[config.mk]
export PLATFORM = sky130hd
export DESIGN_NAME = dc_remover_mc
export DESIGN_NICKNAME = d
export VERILOG_FILES = /design/src/rtl/dc_remover_mc.sv
export SDC_FILE = /design/constraint.sdc
export NUM_CORES = 1
export LEC_CHECK = 0
export BUFFER_PORTS_ARGS = -buffer_cell sky130_fd_sc_hd__clkbuf_2
export CAP_MARGIN = 20
export CORE_MARGIN = 8
export CORE_UTILIZATION = 29
export CTS_CLUSTER_DIAMETER = 80
export DETAILED_ROUTE_END_ITERATION = 6
export MAX_ROUTING_LAYER = met4
export SLEW_MARGIN = 10
export SYNTH_ARGS = -nofsm -noshare
export SYNTH_HDL_FRONTEND = slang
export SYNTH_SLANG_ARGS = --single-unit
[constraint.sdc]
create_clock -name clk -period 4.95 [get_ports clk]
set_clock_uncertainty 0.05 [all_clocks]
set_input_delay 0.7425 -clock clk [delete_from_list [all_inputs] [get_ports clk]]
set_output_delay 0.7425 -clock clk [all_outputs]
set_load 0.1 [all_outputs]
[src/rtl/dc_remover_mc.sv]
// Multi-channel windowed DC remover and peak-to-peak meter.
// Gathers max/min/sum per window of 2^LOG2_WIN strobes and subtracts the last window's offset.
module dc_remover_mc #(
  parameter int N        = 8,
  parameter int CH       = 2,
  parameter int LOG2_WIN = 3
) (
  input  logic            clk,
  input  logic            rst_n,
  input  logic            sample_en,
  input  logic [CH*N-1:0] data_in,
  input  logic            mode,
  input  logic            clear,
  output logic [CH*N-1:0] data_out,
  output logic            out_valid,
  output logic [CH*N-1:0] vpp,
  output logic [CH*N-1:0] dc_offset,
  output logic            stats_valid,
  output logic            offset_ready
);

  localparam int SW = N + LOG2_WIN;
  localparam logic [LOG2_WIN-1:0] LAST = '1;

  function automatic logic signed [N-1:0] sat_n(input logic signed [N:0] v);
    logic signed [N-1:0] r;
    if (v[N] != v[N-1]) r = v[N] ? {1'b1, {(N-1){1'b0}}} : {1'b0, {(N-1){1'b1}}};
    else                r = v[N-1:0];
    return r;
  endfunction

  logic [LOG2_WIN-1:0] r_cnt;
  logic [N-1:0]        r_max  [CH];
  logic [N-1:0]        r_min  [CH];
  logic [SW-1:0]       r_sum  [CH];
  logic [N-1:0]        r_vpp  [CH];
  logic [N-1:0]        r_dc   [CH];
  logic signed [N-1:0] r_dout [CH];
  logic                r_out_valid;
  logic                r_stats_valid;
  logic                r_offset_ready;

  logic [N-1:0]        w_x    [CH];
  logic [N-1:0]        w_max  [CH];
  logic [N-1:0]        w_min  [CH];
  logic [SW-1:0]       w_sum  [CH];
  logic [N:0]          w_mid  [CH];
  logic [N-1:0]        w_dc   [CH];
  logic signed [N:0]   w_diff [CH];
  logic                w_fold;
  logic                w_close;

  assign w_fold  = sample_en && !clear;
  assign w_close = w_fold && (r_cnt == LAST);

  // Fold the current sample in combinationally so a closing window includes it.
  always_comb begin
    for (int k = 0; k < CH; k++) begin
      w_x[k]    = data_in[k*N +: N];
      w_max[k]  = (w_x[k] > r_max[k]) ? w_x[k] : r_max[k];
      w_min[k]  = (w_x[k] < r_min[k]) ? w_x[k] : r_min[k];
      w_sum[k]  = r_sum[k] + {{LOG2_WIN{1'b0}}, w_x[k]};
      w_mid[k]  = {1'b0, w_max[k]} + {1'b0, w_min[k]};
      w_dc[k]   = mode ? w_sum[k][SW-1:LOG2_WIN] : w_mid[k][N:1];
      w_diff[k] = $signed({1'b0, w_x[k]}) - $signed({1'b0, r_dc[k]});
    end
  end

  // Window statistics
  always_ff @(posedge clk or negedge rst_n) begin
    if (!rst_n) begin
      r_cnt          <= '0;
      r_stats_valid  <= 1'b0;
      r_offset_ready <= 1'b0;
      for (int k = 0; k < CH; k++) begin
        r_max[k] <= '0;
        r_min[k] <= '1;
        r_sum[k] <= '0;
        r_vpp[k] <= '0;
        r_dc[k]  <= '0;
      end
    end else begin
      r_stats_valid <= w_close;
      if (clear || w_close) begin
        r_cnt <= '0;
        for (int k = 0; k < CH; k++) begin
          r_max[k] <= '0;
          r_min[k] <= '1;
          r_sum[k] <= '0;
        end
      end else if (w_fold) begin
        r_cnt <= r_cnt + 1'b1;
        for (int k = 0; k < CH; k++) begin
          r_max[k] <= w_max[k];
          r_min[k] <= w_min[k];
          r_sum[k] <= w_sum[k];
        end
      end
      if (w_close) begin
        r_offset_ready <= 1'b1;
        for (int k = 0; k < CH; k++) begin
          r_vpp[k] <= w_max[k] - w_min[k];
          r_dc[k]  <= w_dc[k];
        end
      end
    end
  end

  // DC removal: subtracts the offset registered before this edge
  always_ff @(posedge clk or negedge rst_n) begin
    if (!rst_n) begin
      r_out_valid <= 1'b0;
      for (int k = 0; k < CH; k++) r_dout[k] <= '0;
    end else begin
      r_out_valid <= sample_en && r_offset_ready;
      if (sample_en && r_offset_ready) begin
        for (int k = 0; k < CH; k++) r_dout[k] <= sat_n(w_diff[k]);
      end
    end
  end

  for (genvar g = 0; g < CH; g++) begin : g_pack
    assign data_out[g*N +: N]  = r_dout[g];
    assign vpp[g*N +: N]       = r_vpp[g];
    assign dc_offset[g*N +: N] = r_dc[g];
  end

  assign out_valid    = r_out_valid;
  assign stats_valid  = r_stats_valid;
  assign offset_ready = r_offset_ready;

endmodule

==> flow_summary.json <==
{
  "result_of_the_run": "finished, final reports clean",
  "leakage_power_of_the_design_nw": 4.51,
  "ys_seq_elements": 108,
  "timing.critical_path.arrival_ns": 4.39,
  "final-setup-viol-count": 0,
  "sequentialPowerShare_pct": 35.3,
  "maximum_number_of_pins_on_one_net_before_global_route_repair": 55,
  "detail_route.wl_per_cell_um": 17.4,
  "dp_worst_slack_ns": 0.431,
  "cts_root_buffer": "clkbuf_16",
  "die-area_sq_um": 34400,
  "ys_async_sr_fraction_pct": 100,
  "gp_congestion": 0.879,
  "antenna-diode-count": 0,
  "finalHoldViolations": 0,
  "synthesis.nets": 1015,
  "swShare_pct": 37.7,
  "post_synth.cell_area_avg_sq_um": 9.35,
  "numClockSinks": 108,
  "fmaxAchievable_mhz": 238,
  "power.combinational.fraction_pct": 36.9,
  "floorplan.initialDensity_pct": 29.2,
  "clkPwrFrac_pct": 27.8,
  "synth_largest_type_area_fraction_pct": 27.6,
  "detailedRoute.firstPassIterationCount": 5,
  "ys_top_cells_by_area": "dfrtp_1 28%, ha_1 14%, dfstp_2 5.0%",
  "detail-route-antenna-nets": 0,
  "placementRows": 62,
  "core_sq_um": 28500,
  "post_cts_resize_count": 0,
  "routed_wl_mm": 23.4,
  "number_of_filler_instances_in_the_final_layout": 2980,
  "yosys_warnings": 0,
  "mapped_cell_area_sq_um": 8340,
  "die_h_um": 186,
  "cp_max_fo": 10,
  "tightest_slew_ns": 1.02,
  "setup_slack_ns": 0.756,
  "critical_path_class": "input pin to flop",
  "critical-path-slowest-cell": "fa_1",
  "rsz_0062_raised_after_global_routing": "false",
  "cts.hold.buffers_added": 0,
  "ys_top_cells_by_count": "94 x ha_1, 92 x dfrtp_1, 76 x nor2_1, 76 x o21ai_0, 64 x inv_1",
  "cts.path.max_buffers": 2,
  "synth_edf_count": 0,
  "worstPathCellList": "clkbuf_2, ha_1, a21o_1, a21o_1, a21oi_1, nor2_2, nor2_1, mux2_2, ha_1, fa_1, a21oi_1, o21bai_1, a21o_1, a21oi_1, nor4_1, or3_1",
  "synth_top_cell_by_area": "dfrtp_1",
  "post_route_cells_drive_above_1_share_pct": 16.5,
  "die_w_um": 186,
  "worst_hold_path_type": "input pin to asynchronous set/reset pin",
  "hpwlAfterDp_mm": 17.8,
  "route.detailed.drc": 0,
  "cts_buffers": 9,
  "via_per_inst": 5.04,
  "groute.usage.overall_pct": 14.2,
  "syn_to_final_growth_pct": 12.6,
  "total_switching_power_w": 0.00107,
  "dominantRegCellSynth": "dfrtp_1",
  "pin_count": 72,
  "path_delay_family": "compound AO/OA/AOI/OAI gates",
  "crit_required_ns": 5.14,
  "worst_slew_margin_rel_pct": 31.7,
  "yosysUniqueCellTypes": 73,
  "grt_pass1_vias": 6708,
  "pwr_density_cell_nw_per_um2": 301,
  "clock_tree.htree_level_count": 3,
  "detail_route.iter0.violations": 478,
  "worstPathBufferInverterCount": 1,
  "min_period_ns": 4.19,
  "clkSlewWorstSetupHoldPaths_ns": 0.08,
  "setup_tns_ns": 0,
  "synth.yosys.seq_area_share_pct": 32.6,
  "worst_setup_path_end_kind": "flop",
  "drv_cap": 0,
  "vias": 6770,
  "nets": 1076,
  "start_kind": "input pin",
  "cts_setup_buffers": 0,
  "grt_antenna_before_repair": 0,
  "power.internal_w": 0.00176,
  "clock_insertion_delay_worst_skew_ns": 0.37,
  "post_synth_inst_count": 892,
  "crit_path_max_incr_delay_ns": 0.43,
  "grt.overflow.total": 0,
  "most_repeated_cell_in_the_gate_level_netlist_after_synthesis": "ha_1",
  "finalHoldWorstSlack_ns": 0.302,
  "fin_crit_sh_pct": 84.7,
  "tritoncts": "built",
  "grt_pass1_wl_mm": 37.3,
  "drv_slew": 0,
  "numPortBuffers": 71,
  "p_total_w": 0.00283,
  "worst_voltage_drop_across_the_vdd_grid_mv": 0.174
}
## cell type report
class                           count  area [sq um]  share of cell area [%]
Clock inverter                      6          77.6                   0.826
Inverter                           66           248                    2.64
Multi-Input combinational cell    686          5200                    55.3
Clock buffer                       10           229                    2.44
Sequential cell                   108          2720                    29.0
Timing Repair Buffer               82           440                    4.69
Tap cell                          384           480                    5.11
## power groups by stage
stage / sequential (W) / combinational (W) / clock (W)
6_report: 0.00100 / 0.00104 / 0.000787
5_1_grt: 0.00101 / 0.00115 / 0.000850
4_1_cts: 0.000999 / 0.00105 / 0.000815
3_5_place_dp: 0.00102 / 0.00104 / 0
3_3_place_gp: 0.00101 / 0.00103 / 0
2_1_floorplan: 0.00109 / 0.000727 / 0
## cell usage in the layout (no fill, tap or decap), types with 32 or more instances in the layout
cell	instances
clkbuf_2	70
a21oi_1	46
mux2i_1	32
xnor2_1	34
dfrtp_1	92
o21ai_0	76
nor2_1	76
nand2_1	57
inv_1	64
ha_1	94
## cells by family after synthesis
family,synth area share [%]
compound gates,23.0
simple gates,12.2
flops,32.6
fa+ha+maj,16.0
buf+inv,5.12
mux,6.95
xor+xnor,4.10
## flip-flops by register name (all words and copies together), names as in the netlist
| name | count |
|---|---|
| r_sum | 22 |
| data_out | 16 |
| dc_offset | 16 |
| r_max | 16 |
| r_min | 16 |
| vpp | 16 |
| r_cnt | 3 |
| offset_ready | 1 |
| out_valid | 1 |
| stats_valid | 1 |
## per-layer routing
layer | vias to the layer above | wire length [um] | GRT usage (%)
li1 | 3336 | - | -
met1 | 3292 | 10800 | 17.9
met2 | 115 | 11300 | 23.4
met3 | 27 | 888 | 2.07
met4 | 0 | 460 | 4.03
met5 | - | 0 | -
## through the flow
step / area [sq um] / std cells / utilization [%]
5_1_grt: 9390 / 1342 / 32.9
3_3_place_gp: 9090 / 1326 / 31.8
4_1_cts: 9390 / 1342 / 32.9
6_report: 9390 / 1342 / 32.9
2_1_floorplan: 8340 / 892 / -
3_5_place_dp: 9090 / 1326 / 31.8
## path summary, 6_finish.rpt
kind                       slack [ns]                        end  cells past startpoint                 start
max reg2reg                      0.81  dc_offset[13]$_DFFE_PN0P_                     15  r_max[1]$_DFFE_PN0P_
min in group clk                 0.43        vpp[12]$_DFFE_PN0P_                      2   vpp[12]$_DFFE_PN0P_
max in group asynchronous        3.57       r_min[8]$_DFFE_PN1P_                      2                 rst_n
min                              0.30       r_max[7]$_DFFE_PN0P_                      1                 rst_n
min reg2reg                      0.43        vpp[12]$_DFFE_PN0P_                      2   vpp[12]$_DFFE_PN0P_
max                              0.76  dc_offset[13]$_DFFE_PN0P_                     16           data_in[13]
Note: power is estimated with default switching activity, not from simulation.
